## config.mk

```make
export PLATFORM = sky130hd
export DESIGN_NAME = clk_div_prog
export DESIGN_NICKNAME = d
export VERILOG_FILES = /design/src/rtl/clk_div_prog.sv
export SDC_FILE = /design/constraint.sdc
export NUM_CORES = 1
export LEC_CHECK = 0
export BUFFER_PORTS_ARGS = -buffer_cell sky130_fd_sc_hd__buf_2
export CORE_MARGIN = 2
export CORE_UTILIZATION = 51
export CTS_CLUSTER_DIAMETER = 30
export DETAILED_ROUTE_END_ITERATION = 7
export GPL_TIMING_DRIVEN = 0
export PLACE_DENSITY = 0.79
export SYNTH_ARGS = -nofsm -noshare
export SYNTH_HDL_FRONTEND = slang
export SYNTH_SLANG_ARGS = --single-unit
```

## constraint.sdc

```tcl
create_clock -name clk_in -period 6.26 [get_ports clk_in]
set_input_delay 0 -clock clk_in [delete_from_list [all_inputs] [get_ports clk_in]]
set_output_delay 0 -clock clk_in [all_outputs]
set_load 0.01 [all_outputs]
```

## src/rtl/clk_div_prog.sv

```systemverilog
// Runtime-programmable integer clock divider with 50% duty for even and odd ratios.
// Ratio changes, starts and stops all take effect at period boundaries.
module clk_div_prog #(
    parameter int unsigned CNT_W   = 8,
    parameter int unsigned DIV_RST = 2
) (
    input  logic             clk_in,
    input  logic             rst_n,
    input  logic             enable,
    input  logic [CNT_W-1:0] div_val,
    input  logic             div_load,
    output logic             div_busy,
    output logic [CNT_W-1:0] div_cur,
    output logic             clk_out,
    output logic             clk_rise,
    output logic             clk_fall
);

    localparam logic [CNT_W-1:0] DivRstC = (DIV_RST < 2) ? CNT_W'(2) : CNT_W'(DIV_RST);

    typedef enum logic {
        StIdle,
        StRun
    } state_e;

    state_e           state_q, state_d;
    logic [CNT_W-1:0] cnt_q, cnt_d;
    logic             clk_p_q, clk_p_d;
    logic             clk_n_q;
    logic [CNT_W-1:0] div_cur_q, div_cur_d;
    logic [CNT_W-1:0] pend_q, pend_d;
    logic             busy_q, busy_d;

    logic [CNT_W-1:0] half;
    logic [CNT_W-1:0] cnt_inc;
    logic             start;
    logic             wrap;
    logic             xfer;

    assign half    = div_cur_q >> 1;
    assign cnt_inc = cnt_q + CNT_W'(1);
    // The first RUN cycle is the only one with cnt==0 and clk_p low; treat it as a boundary.
    assign start   = (cnt_q == '0) && !clk_p_q;
    assign wrap    = (state_q == StRun) && (start || (cnt_q == div_cur_q - CNT_W'(1)));
    assign xfer    = (state_q == StIdle) || wrap;

    always_comb begin
        state_d = state_q;
        cnt_d   = cnt_q;
        clk_p_d = clk_p_q;
        unique case (state_q)
            StIdle: begin
                cnt_d   = '0;
                clk_p_d = 1'b0;
                if (enable) begin
                    state_d = StRun;
                end
            end
            StRun: begin
                if (wrap) begin
                    cnt_d = '0;
                    if (enable) begin
                        clk_p_d = 1'b1;
                    end else begin
                        clk_p_d = 1'b0;
                        state_d = StIdle;
                    end
                end else begin
                    cnt_d = cnt_inc;
                    if (cnt_inc == half) begin
                        clk_p_d = 1'b0;
                    end
                end
            end
            default: begin
                state_d = StIdle;
            end
        endcase
    end

    // A load on the transfer edge stays pending: the old pending value moves first.
    always_comb begin
        pend_d    = pend_q;
        busy_d    = busy_q;
        div_cur_d = div_cur_q;
        if (busy_q && xfer) begin
            div_cur_d = pend_q;
            busy_d    = 1'b0;
        end
        if (div_load) begin
            pend_d = (div_val < CNT_W'(2)) ? CNT_W'(2) : div_val;
            busy_d = 1'b1;
        end
    end

    always_ff @(posedge clk_in or negedge rst_n) begin
        if (!rst_n) begin
            state_q   <= StIdle;
            cnt_q     <= '0;
            clk_p_q   <= 1'b0;
            div_cur_q <= DivRstC;
            pend_q    <= DivRstC;
            busy_q    <= 1'b0;
        end else begin
            state_q   <= state_d;
            cnt_q     <= cnt_d;
            clk_p_q   <= clk_p_d;
            div_cur_q <= div_cur_d;
            pend_q    <= pend_d;
            busy_q    <= busy_d;
        end
    end

    // Half-cycle delayed copy stretches the high phase by 0.5 cycle for odd ratios.
    always_ff @(negedge clk_in or negedge rst_n) begin
        if (!rst_n) begin
            clk_n_q <= 1'b0;
        end else begin
            clk_n_q <= clk_p_q;
        end
    end

    assign clk_out  = div_cur_q[0] ? (clk_p_q | clk_n_q) : clk_p_q;
    assign clk_rise = (state_q == StRun) && (cnt_q == '0) && clk_p_q;
    assign clk_fall = (state_q == StRun) && (cnt_q == half);
    assign div_busy = busy_q;
    assign div_cur  = div_cur_q;

endmodule

```

==> reports/qor.yml <==
worst_setup_path:
  cp_slowest_cell: "dfrtn_1"
  crit_arrival_ns: 4.10
  worst-path-max-fanout: 1
  worstPathRequired_ns: 6.26
  r2r_start: "clk_p_q$_DFFE_PN0P_"
  cp-start-kind: "flip-flop"
  critPathCaptureType: "output port"
  r2r_end: "clk_n_q$_DFF_NN0_"
  rr_worst_depth: 0
  critical_path.cell_chain: "a21o_1 > buf_2"
  rrSetupSlack_ns: 2.50
  worstSetupPathType: "reg -> out"
  slowest_delay_ns: 0.35
power_and_ir_drop:
  p_leak_nw: 0.9041
  vdd_ir_drop_max_mv: 0.2664
  intPower_uw: 545.0
  seq_power_share_pct: 32.2
  p_switching_uw: 394.2
  p_clk_share_pct: 12.7
  switching_share_pct: 41.97
  power-per-cell-area_nw_per_um2: 461.6
  power_frac_comb_pct: 55.1
timing:
  rsz0062_at_grt: "no"
  drv_slew: 0
  max_slew.worst_pin.slew_ns: 0.7952
  finClkSkew_ns: 0.01249
  slew_headroom_pct: 46.99
  finalSetupViolations: 0
  fin_tns_setup_ns: 0
  finalHoldViolations: 0
min_path:
  worstHoldStart: "div_load"
  min_path_cells: 2
  hold_class: "in -> reg"
  whs_endpoint: "div_busy$_DFFE_PN0P_"
floorplanning:
  num_io_pins: 24
  die_height_microns: 61.98
  dieArea_sq_um: 3841
  die_x_microns: 61.98
  rows: 21
  start_util_pct: 52.19
  coreArea_sq_um: 3284
route:
  routed_wl_microns: 3874
  drt-pass1-iter-count: 4
  drtIter0Drc: 65
  via_per_inst: 5.612
  wire_per_inst_microns: 15.81
  vias: 1375
  drc_errors: 0
  postRouteAntennaNets: 0
clock_tree:
  clk_path_buf_depth: 2
  h-tree-depth: 1
  cts_tree: "done"
  cts-root-buf: "clkbuf_4"
  cts-resized-gates: 0
  cts_setup_buffers: 0
  numCtsBuffers: 3
  clkSinkCount: 28
  worstSkewPairLatency_ns: 0.33
  path_clk_slew_ns: 0.15
yosys:
  synth_top_cell_by_area: "dfrtp_1"
  yosysUniqueCellTypes: 47
  yosys-top-cells-area: "dfrtp_1, xor2_1, mux2_4, xnor2_1, mux2_2"
  synth_area_sq_um: 1714
  syn_avg_cell_area_sq_um: 10.52
  synth_cells: 163
  synth-seq-cells: 28
  synth_fp_nets: 178
  synth_edf_count: 0
  synth_top_cell_area_share_pct: 36.50
  ys_seq_area_share_pct: 41.02
  synth_ff_type: "dfrtp_1"
  ys_async_sr_fraction_pct: 100.0
  ys.warnings.count: 0
run_status:
  status: "finished clean"
grt:
  track_usage_pct: 22.26
  grt_pass1_vias: 1330
  grt_pass1_wl_microns: 6258
  grt.overflow.total: 0
  grt_max_degree: 29
  antenna_found_initial: 0
place:
  place_inst: 231
  dp_hpwl_microns: 2683
  place_congestion: 0.8467
  io_buffers: 22
cells_and_area:
  area_growth_pct: 18.69
  final_cells: 245
  antenna-diode-count: 0
  fill_cells: 251
  final_nets: 215
  drive_gt1_share_pct: 26.13
run:
  maxCapViolations: 0
power groups by stage:
stage / clock network, mW / logic [mW] / registers [mW]
2_1_floorplan: 0 / 0.374 / 0.303
3_5_place_dp: 0 / 0.506 / 0.303
5_1_grt: 0.128 / 0.566 / 0.308
6_report: 0.119 / 0.518 / 0.302
4_1_cts: 0.123 / 0.518 / 0.300
3_3_place_gp: 0 / 0.482 / 0.301
worst max-delay path, delay by kind of cell (launching register included):
| family | cells | cell delay (ns) |
|---|---|---|
| buffers and inverters | 1 | 0.13 |
| flip-flops | 1 | 0.35 |
| AO/OA/AOI/OAI | 1 | 0.16 |
through the flow:
step	instance area, sq um	hold slack [ns]	total power [mW]	utilization, %	setup WS (ns)
floorplan	1714	-0.2956	0.6771	-	2.573
global placement	1882	0.03591	0.7832	57.30	2.534
detailed placement	1882	0.05384	0.8096	57.30	2.531
CTS	2034	0.1204	0.9404	61.94	2.162
global route	2034	0.1604	1.002	61.94	2.131
finish	2034	0.1315	0.9392	61.94	2.164
logic make-up (layout without fill, tap and decap cells):
| logic type | count (synthesis) | in the layout | share of synthesized area [%] |
|---|---|---|---|
| and+or+nand+nor | 51 | 51 | 17.15 |
| muxes | 14 | 14 | 10.66 |
| buffers and inverters | 19 | 55 | 5.036 |
| DFF | 28 | 28 | 41.02 |
| adders and majority gates | 3 | 3 | 2.190 |
| AOI/OAI and AO/OA | 24 | 24 | 11.68 |
| xor gates and xnor gates | 24 | 24 | 12.26 |
synthesized netlist by cell type (2+ instances only):
cell / instances
nor4_1: 3
o21ai_0: 3
nand3_1: 5
or4_1: 2
mux2_2: 6
a31o_2: 2
nand4_1: 3
dfrtp_1: 25
buf_4: 2
xnor2_1: 11
dfstp_2: 2
clkbuf_1: 7
nor2b_1: 2
nand2b_1: 5
o211ai_1: 2
inv_1: 8
nand2_1: 5
ha_1: 3
nor3_1: 7
xor2_1: 13
nor3_2: 2
mux2_4: 7
nor2_1: 8
a21o_1: 3
and2_1: 3
a21oi_1: 3
area by class of cell:
class / instances / area [sq um] / area share, %
inverters: 8 / 30.03 / 1.476
well taps: 46 / 57.56 / 2.829
multi-input cells: 116 / 924.6 / 45.45
plain buffers: 11 / 56.30 / 2.768
clock inverters: 1 / 30.03 / 1.476
flip-flops and latches: 28 / 703.2 / 34.56
clock buffers: 3 / 22.52 / 1.107
repair buffers: 32 / 210.2 / 10.33
registers in the layout, summed over array words and instances, names as in the netlist:
signal / count
state_q: 1
pend_q: 8
cnt_q: 8
div_busy: 1
clk_p_q: 1
clk_n_q: 1
div_cur: 8
metal layers:
metal	share of wire [%]	vias up	routed length, microns	GRT usage (%)
li1	-	645	-	-
met4	2.8	0	108	9.119
met5	0	-	0	0
met1	43	669	1670	29.93
met2	50	46	1920	36.61
met3	4.5	15	174	2.484
cells in the final DEF, fill, tap and decap left out, types with 2 or more instances in the layout:
cell type,count
buf_4,2
nor2b_1,2
nor4_1,3
nand2b_1,5
inv_1,8
a31o_2,2
or4_1,2
clkbuf_4,3
nor3_1,7
o211ai_1,2
dlygate4sd3_1,10
nand3_1,5
nor2_1,8
mux2_4,7
o21ai_0,3
nand4_1,3
dfrtp_1,25
ha_1,3
a21o_1,3
xor2_1,13
mux2_2,6
dfstp_2,2
and2_1,3
nor3_2,2
xnor2_1,11
nand2_1,5
buf_2,22
a21oi_1,3
clkbuf_1,7
timing repair:
item,4_1_cts,5_1_grt
setup endpoints to repair,0,0
hold endpoints to repair,35,0
hold buffers,10,0
worst max path at each step:
stage                                    from  slack, ns                end
after floorplan           clk_p_q$_DFFE_PN0P_       2.57  clk_n_q$_DFF_NN0_
after global placement      clk_n_q$_DFF_NN0_       2.53            clk_out
after detailed placement    clk_n_q$_DFF_NN0_       2.53            clk_out
after CTS                   clk_n_q$_DFF_NN0_       2.16            clk_out
after global routing        clk_n_q$_DFF_NN0_       2.13            clk_out
final                       clk_n_q$_DFF_NN0_       2.16            clk_out
Note: power is estimated with default switching activity, not from simulation.
